**config.mk**
```make
export PLATFORM = sky130hd
export DESIGN_NAME = pa_fetch
export DESIGN_NICKNAME = d
export VERILOG_FILES = /design/src/rtl/pa_fetch.sv
export SDC_FILE = /design/constraint.sdc
export NUM_CORES = 1
export LEC_CHECK = 0
export CAP_MARGIN = 10
export CORE_ASPECT_RATIO = 0.75
export CORE_MARGIN = 2
export CORE_UTILIZATION = 37
export CTS_BUF_LIST = sky130_fd_sc_hd__clkbuf_8 sky130_fd_sc_hd__clkbuf_16
export CTS_CLUSTER_DIAMETER = 60
export DETAILED_ROUTE_END_ITERATION = 8
export GPL_ROUTABILITY_DRIVEN = 0
export PLACE_DENSITY = 0.83
export SLEW_MARGIN = 20
export SYNTH_ARGS = -nofsm -noshare
export SYNTH_HDL_FRONTEND = slang
export SYNTH_SLANG_ARGS = --single-unit
```
**constraint.sdc**
```tcl
create_clock -name clk -period 2 [get_ports clk]
set_input_delay 0.4 -clock clk [delete_from_list [all_inputs] [get_ports clk]]
set_output_delay 0.4 -clock clk [all_outputs]
set_load 0.05 [all_outputs]
```
**src/rtl/pa_fetch.sv**
```systemverilog
// pa_fetch: single-outstanding instruction fetch stage.
// REQ issues one request, WAIT collects the response, HOLD presents it to decode.
// DRAIN swallows a response orphaned by a redirect; FAULT parks on a misaligned target.
// Optional feature macro: PA_FETCH_MISALIGN_EN (misaligned redirect targets fault
// instead of being truncated to a word boundary).

package pa_pkg;
    localparam logic [31:0] PC_RESET_ADDR     = 32'h0000_1000;
    localparam logic [31:0] PC_EXCEPTION_ADDR = 32'h0000_8000;

    typedef struct packed {
        logic pc_sel;
        logic stall;
    } ctrl_if_t;

    typedef struct packed {
        logic        valid;
        logic [31:0] addr;
    } if_req_t;

    typedef struct packed {
        logic        valid;
        logic [31:0] data;
    } if_resp_t;

    typedef struct packed {
        logic [31:0] instr;
    } if_stage_t;
endpackage

module pa_fetch #(
    parameter logic [31:0] RESET_ADDR = pa_pkg::PC_RESET_ADDR,
    parameter logic [31:0] EXC_ADDR   = pa_pkg::PC_EXCEPTION_ADDR
) (
    input  logic              clk,
    input  logic              rst,
    input  pa_pkg::ctrl_if_t  ctrl_i,
    input  logic [31:0]       branch_target_i,
    input  logic              exc_i,
    output pa_pkg::if_req_t   if_req_o,
    input  pa_pkg::if_resp_t  if_resp_i,
    output pa_pkg::if_stage_t instr_o,
    output logic              instr_valid_o,
    output logic [31:0]       pc_o,
    output logic              misalign_o
);

    typedef enum logic [2:0] {
        StReq,
        StWait,
        StDrain,
        StHold,
        StFault
    } state_e;

    state_e      r_state;
    logic [31:0] r_pc;
    logic [31:0] r_instr;
    logic        r_valid;

    state_e      w_state_next;
    logic [31:0] w_pc_next;
    logic [31:0] w_instr_next;
    logic        w_valid_next;
    logic        w_req_valid;
    logic        w_redirect;
    logic [31:0] w_target;
    logic        w_misalign;

    // Exception wins over branch when both redirect in the same cycle.
    assign w_redirect = exc_i | ctrl_i.pc_sel;

`ifdef PA_FETCH_MISALIGN_EN
    assign w_target   = exc_i ? EXC_ADDR : branch_target_i;
    assign w_misalign = (w_target[1:0] != 2'b00);
    assign misalign_o = (r_state == StFault) && !rst;
`else
    // Low bits are dropped so every target is word aligned; FAULT is never entered.
    assign w_target   = (exc_i ? EXC_ADDR : branch_target_i) & 32'hFFFF_FFFC;
    assign w_misalign = 1'b0;
    assign misalign_o = 1'b0;
`endif

    // State register and datapath registers, synchronous reset.
    always_ff @(posedge clk) begin
        if (rst) begin
            r_state <= StReq;
            r_pc    <= RESET_ADDR;
            r_instr <= 32'h0;
            r_valid <= 1'b0;
        end else begin
            r_state <= w_state_next;
            r_pc    <= w_pc_next;
            r_instr <= w_instr_next;
            r_valid <= w_valid_next;
        end
    end

    // Next-state, next-pc and request generation.
    always_comb begin
        w_state_next = r_state;
        w_pc_next    = r_pc;
        w_instr_next = r_instr;
        w_valid_next = r_valid;
        w_req_valid  = 1'b0;
        case (r_state)
            StReq: begin
                if (w_redirect) begin
                    w_pc_next    = w_target;
                    w_state_next = w_misalign ? StFault : StReq;
                end else begin
                    w_req_valid  = 1'b1;
                    w_state_next = StWait;
                end
            end
            StWait: begin
                if (w_redirect) begin
                    // A same-cycle response is stale; otherwise it is still in flight.
                    w_pc_next = w_target;
                    if (w_misalign) begin
                        w_state_next = StFault;
                    end else begin
                        w_state_next = if_resp_i.valid ? StReq : StDrain;
                    end
                end else if (if_resp_i.valid) begin
                    w_instr_next = if_resp_i.data;
                    w_valid_next = 1'b1;
                    w_state_next = StHold;
                end
            end
            StDrain: begin
                if (w_redirect) begin
                    w_pc_next    = w_target;
                    w_state_next = w_misalign ? StFault : StDrain;
                end else if (if_resp_i.valid) begin
                    w_state_next = StReq;
                end
            end
            StHold: begin
                if (w_redirect) begin
                    w_pc_next    = w_target;
                    w_valid_next = 1'b0;
                    w_state_next = w_misalign ? StFault : StReq;
                end else if (!ctrl_i.stall) begin
                    w_pc_next    = r_pc + 32'd4;
                    w_valid_next = 1'b0;
                    w_state_next = StReq;
                end
            end
            StFault: begin
                if (w_redirect) begin
                    w_pc_next    = w_target;
                    w_state_next = w_misalign ? StFault : StReq;
                end
            end
            default: w_state_next = StReq;
        endcase
    end

    assign if_req_o.valid = w_req_valid & ~rst;
    assign if_req_o.addr  = r_pc;
    assign instr_o.instr  = r_instr;
    assign instr_valid_o  = r_valid;
    assign pc_o           = r_pc;

endmodule

```
==> metrics.log <==
[metrics] outcome: finished clean
[metrics] Worst Path Required: between 1.5 and 2 ns
[metrics] Yosys top cell by area: sky130_fd_sc_hd__dfxtp_1
[metrics] I/O pin cnt: 169
[metrics] first-pass iteration count of the detailed router: 5
[metrics] first-pass GRT wire length: about 19000 um
[metrics] latest clock arrival within the worst-skew pair: 0.33 ns
[metrics] setup repair after global routing missed its margin: true
[metrics] remaining antenna violation count after routing: 0
[metrics] fraction of layout instances using a drive strength above 1: 0.214
[metrics] top-area cell type share of the netlist area: 0.368
[metrics] clock sink count: 65
[metrics] worst-case clock skew: 0.00832 ns
[metrics] Post-Synthesis Mean Instance Area: 7.47 um^2
[metrics] count of filler cells inserted in the layout: between 700 and 800
[metrics] Setup WS post-layout: 0.0210 ns
[metrics] switching share of total power: 0.286
[metrics] peak supply drop: 381 uV
[metrics] count of final setup violators: 0
[metrics] initial antenna violation count: 0
[metrics] CTS Buf Count: 9
[metrics] maximum clock rate: roughly 500 MHz
[metrics] number of global-route vias before repair: ~3900
[metrics] number of synthesized flops with an enable pin: 0
[metrics] post-DR wirelength/cell: 16.4 um
[metrics] GRT Util Overall: 0.230
[metrics] number of design-rule violations left by the first detailed-router iteration: 385
[metrics] Clk pwr share: 0.451
[metrics] Worst Setup End Kind: output pin
[metrics] total number of H-tree levels: 3
[metrics] synthesized instance count: around 470
[metrics] Final Slew Violations: 0
[metrics] via count: 4229
[metrics] fraction of registers with async set or reset after synthesis: 0
[metrics] Hold Violations, Final: 0
[metrics] cell with the most instances after synthesis: sky130_fd_sc_hd__nand2_1
[metrics] post-synthesis mux area share: 0.00318
[metrics] Max Buffers Root-to-Sink: 2
[metrics] cells along the critical path: clkdlybuf4s50_1
[metrics] library cells used by synthesis: 53
[metrics] Detailed Place HPWL: approximately 9400 um
[metrics] critical-path maximum fanout: 8
[metrics] class of the worst hold path: input port to flop
[metrics] P per Cell Area: 656 mW/mm^2
[metrics] drt total wl: 12600 um
[metrics] Starting Density: 0.386
[metrics] placeable core area: 0.00916 mm^2
[metrics] critical-path cell with the highest stage delay: sky130_fd_sc_hd__clkdlybuf4s50_1
[metrics] Synth Area in Adders: 0.00353
[metrics] static power due to leakage: 2.13 nW
[metrics] largest cells by area after synthesis: sky130_fd_sc_hd__dfxtp_1 (37%), sky130_fd_sc_hd__nand2_1 (12%), sky130_fd_sc_hd__buf_4 (7.4%)
[metrics] switching power of the nets: 0.00107 W
[metrics] Relative slew margins: 0.491
[metrics] sort of element at the start of the critical path: flop
[metrics] critical path arrival: 1.58 ns
[metrics] sequential area share after synthesis: 0.368
[metrics] total number of placement rows: 30
[metrics] Largest delay share family, worst path: buffers and inverters
[metrics] largest family of logic cells by synthesized area: simple AND/OR/NAND/NOR gates
[metrics] simple logic cell fraction of the synthesized area: 0.295
[metrics] combinational power share: 0.179
[metrics] post-layout instance area: 0.00568 mm^2
[metrics] hold-fix buffers at CTS: 0
[metrics] post-DR vias/cell: 5.51
[metrics] cell at the root of the clock tree: sky130_fd_sc_hd__clkbuf_16
[metrics] max-cap violations: 0
[metrics] total of warnings raised by yosys: 0
[metrics] Setup Slack @ Placement: -0.283 ns
[metrics] Synth Area in Compound Gates: 0.202
[metrics] cell area after synthesis: roughly 0.0035 mm^2
[metrics] Synth-to-Final Area Change: 60.4%
[metrics] die extent in y: between 80 and 90 um
[metrics] post-route clock period utilization: 0.990
[metrics] clock-pin transition on the worst setup and hold timing paths: 0.06 ns
[metrics] Int Pwr: 0.00266 W
[metrics] clock tree from TritonCTS: built
[metrics] crit path time final: ~2.0 ns
[metrics] area share of xor/xnor cells in the synthesized design: 0.0148
[metrics] number of port buffers: about 160
[metrics] maximum number of pins on one net before global-route repair: 33
[metrics] kind of critical path: flop to output pin
[metrics] horizontal die dimension: 117 um
[metrics] sequential share of power: 0.370
[metrics] prevailing post-synth register cell: sky130_fd_sc_hd__dfxtp_1
[metrics] flip-flop and latch count after synthesis: 65
[metrics] Die Outline Area: 0.0104 mm^2
[metrics] diode insertion count for antenna repair: 0
[metrics] DRC viols: 0
[metrics] slew at the pin closest to its max-slew limit: 0.761 ns
[metrics] CP bufs+invs: 1
[metrics] Final #Nets: 706
[metrics] Largest stage delay, worst path: around 0.83 ns
[metrics] Congestion Overflow GR: 0
[metrics] commonest cells in the synthesized netlist: sky130_fd_sc_hd__nand2_1 (109), sky130_fd_sc_hd__dfxtp_1 (65), sky130_fd_sc_hd__a21oi_1 (49)
[metrics] cell area after placement: around 0.0053 mm^2
-- sequential cells by signal, indices dropped and copies added, names as in the netlist --
signal and flops:
instr_valid_o 1, instr_o 32, r_state 2, pc_o 30
-- logic make-up after synthesis --
family | count (synthesis)
AO/OA/AOI/OAI | 115
flip-flops | 65
AND/OR/NAND/NOR | 216
XOR/XNOR | 6
buffers and inverters | 69
multiplexers | 1
other | 1
adder cells (fa/ha/maj) | 1
-- routing by layer --
| layer | GRT usage | vias to the layer above | wire length (um) |
|---|---|---|---|
| met5 | 0 | - | 0 |
| met4 | 0.0770 | 0 | 247 |
| met3 | 0.0726 | 36 | 1440 |
| met2 | 0.366 | 279 | 5780 |
| met1 | 0.298 | 1951 | 5100 |
| li1 | - | 1963 | - |
-- worst paths after layout --
path,to,slack (ns),depth (start not counted),start
max,if_req_o[17],0.02,1,pc_o[17]$_SDFFE_PP0P_
min reg2reg,instr_o[27]$_SDFFE_PP0P_,0.45,2,instr_o[27]$_SDFFE_PP0P_
min,pc_o[27]$_SDFFE_PP0P_,0.42,2,rst
max reg2reg,pc_o[18]$_SDFFE_PP0P_,0.03,7,pc_o[2]$_SDFFE_PP0P_
-- stage by stage --
step / util / hold slack [ns] / total power (W) / setup TNS (ns) / cells
3_5_place_dp: 0.578 / 0.450 / 0.00206 / -7.35 / 750
2_1_floorplan: - / 0.536 / 0.00179 / 0 / 478
3_3_place_gp: 0.578 / 0.441 / 0.00205 / -4.44 / 750
6_report: 0.620 / 0.418 / 0.00373 / 0 / 768
4_1_cts: 0.613 / 0.388 / 0.00374 / 0 / 766
5_1_grt: 0.620 / 0.405 / 0.00385 / -0.0724 / 768
-- power groups by stage --
stage                     Clock (W)  Sequential (W)  Combinational [W]
final                       0.00168         0.00138           0.000667
after global routing        0.00177         0.00138           0.000700
after CTS                   0.00170         0.00137           0.000664
after detailed placement          0         0.00140           0.000661
after global placement            0         0.00140           0.000652
after floorplan                   0         0.00150           0.000285
-- timing repair --
item / in CTS / in global routing
resized for setup: 2 / 9
setup endpoints to repair: 1 / 11
pin swaps: 0 / 5
hold endpoints to repair: 0 / 0
setup buffers: 0 / 2
-- final cells by class --
| type | instances | area (um^2) | share of cell area |
|---|---|---|---|
| clock buffers | 10 | 250 | 0.0441 |
| clock inverters | 6 | 72.6 | 0.0128 |
| inverters | 7 | 26.3 | 0.00463 |
| multi-input cells | 344 | 1920 | 0.338 |
| flip-flops and latches | 65 | 1330 | 0.234 |
| well taps | 128 | 160 | 0.0282 |
| repair buffers | 208 | 1920 | 0.338 |
-- placed cells by master, fill, tap and decap left out, types with 4 or more instances in the layout --
cell type,synthesis,routed
sky130_fd_sc_hd__clkdlybuf4s50_1,0,118
sky130_fd_sc_hd__nand2_1,109,109
sky130_fd_sc_hd__buf_4,35,81
sky130_fd_sc_hd__a21oi_1,49,49
sky130_fd_sc_hd__dfxtp_1,65,49
sky130_fd_sc_hd__nor2_1,24,23
sky130_fd_sc_hd__nand3_1,22,22
sky130_fd_sc_hd__o21ai_0,18,18
sky130_fd_sc_hd__dfxtp_2,0,14
sky130_fd_sc_hd__nand4_1,10,10
sky130_fd_sc_hd__clkbuf_16,0,10
sky130_fd_sc_hd__nor3_1,10,9
sky130_fd_sc_hd__inv_1,7,7
sky130_fd_sc_hd__a31oi_1,7,7
sky130_fd_sc_hd__a22oi_1,6,6
sky130_fd_sc_hd__or3_1,5,5
sky130_fd_sc_hd__conb_1,1,5
sky130_fd_sc_hd__nand3b_1,4,4
sky130_fd_sc_hd__o31a_1,4,4
sky130_fd_sc_hd__nor4_2,1,4
sky130_fd_sc_hd__xnor2_1,4,4
sky130_fd_sc_hd__o32ai_1,4,4
sky130_fd_sc_hd__nor4_1,8,4
sky130_fd_sc_hd__o211ai_1,4,4
sky130_fd_sc_hd__o311ai_0,4,4
sky130_fd_sc_hd__o31ai_1,4,4
sky130_fd_sc_hd__buf_12,0,4
Power figures use the tool's default switching activity.
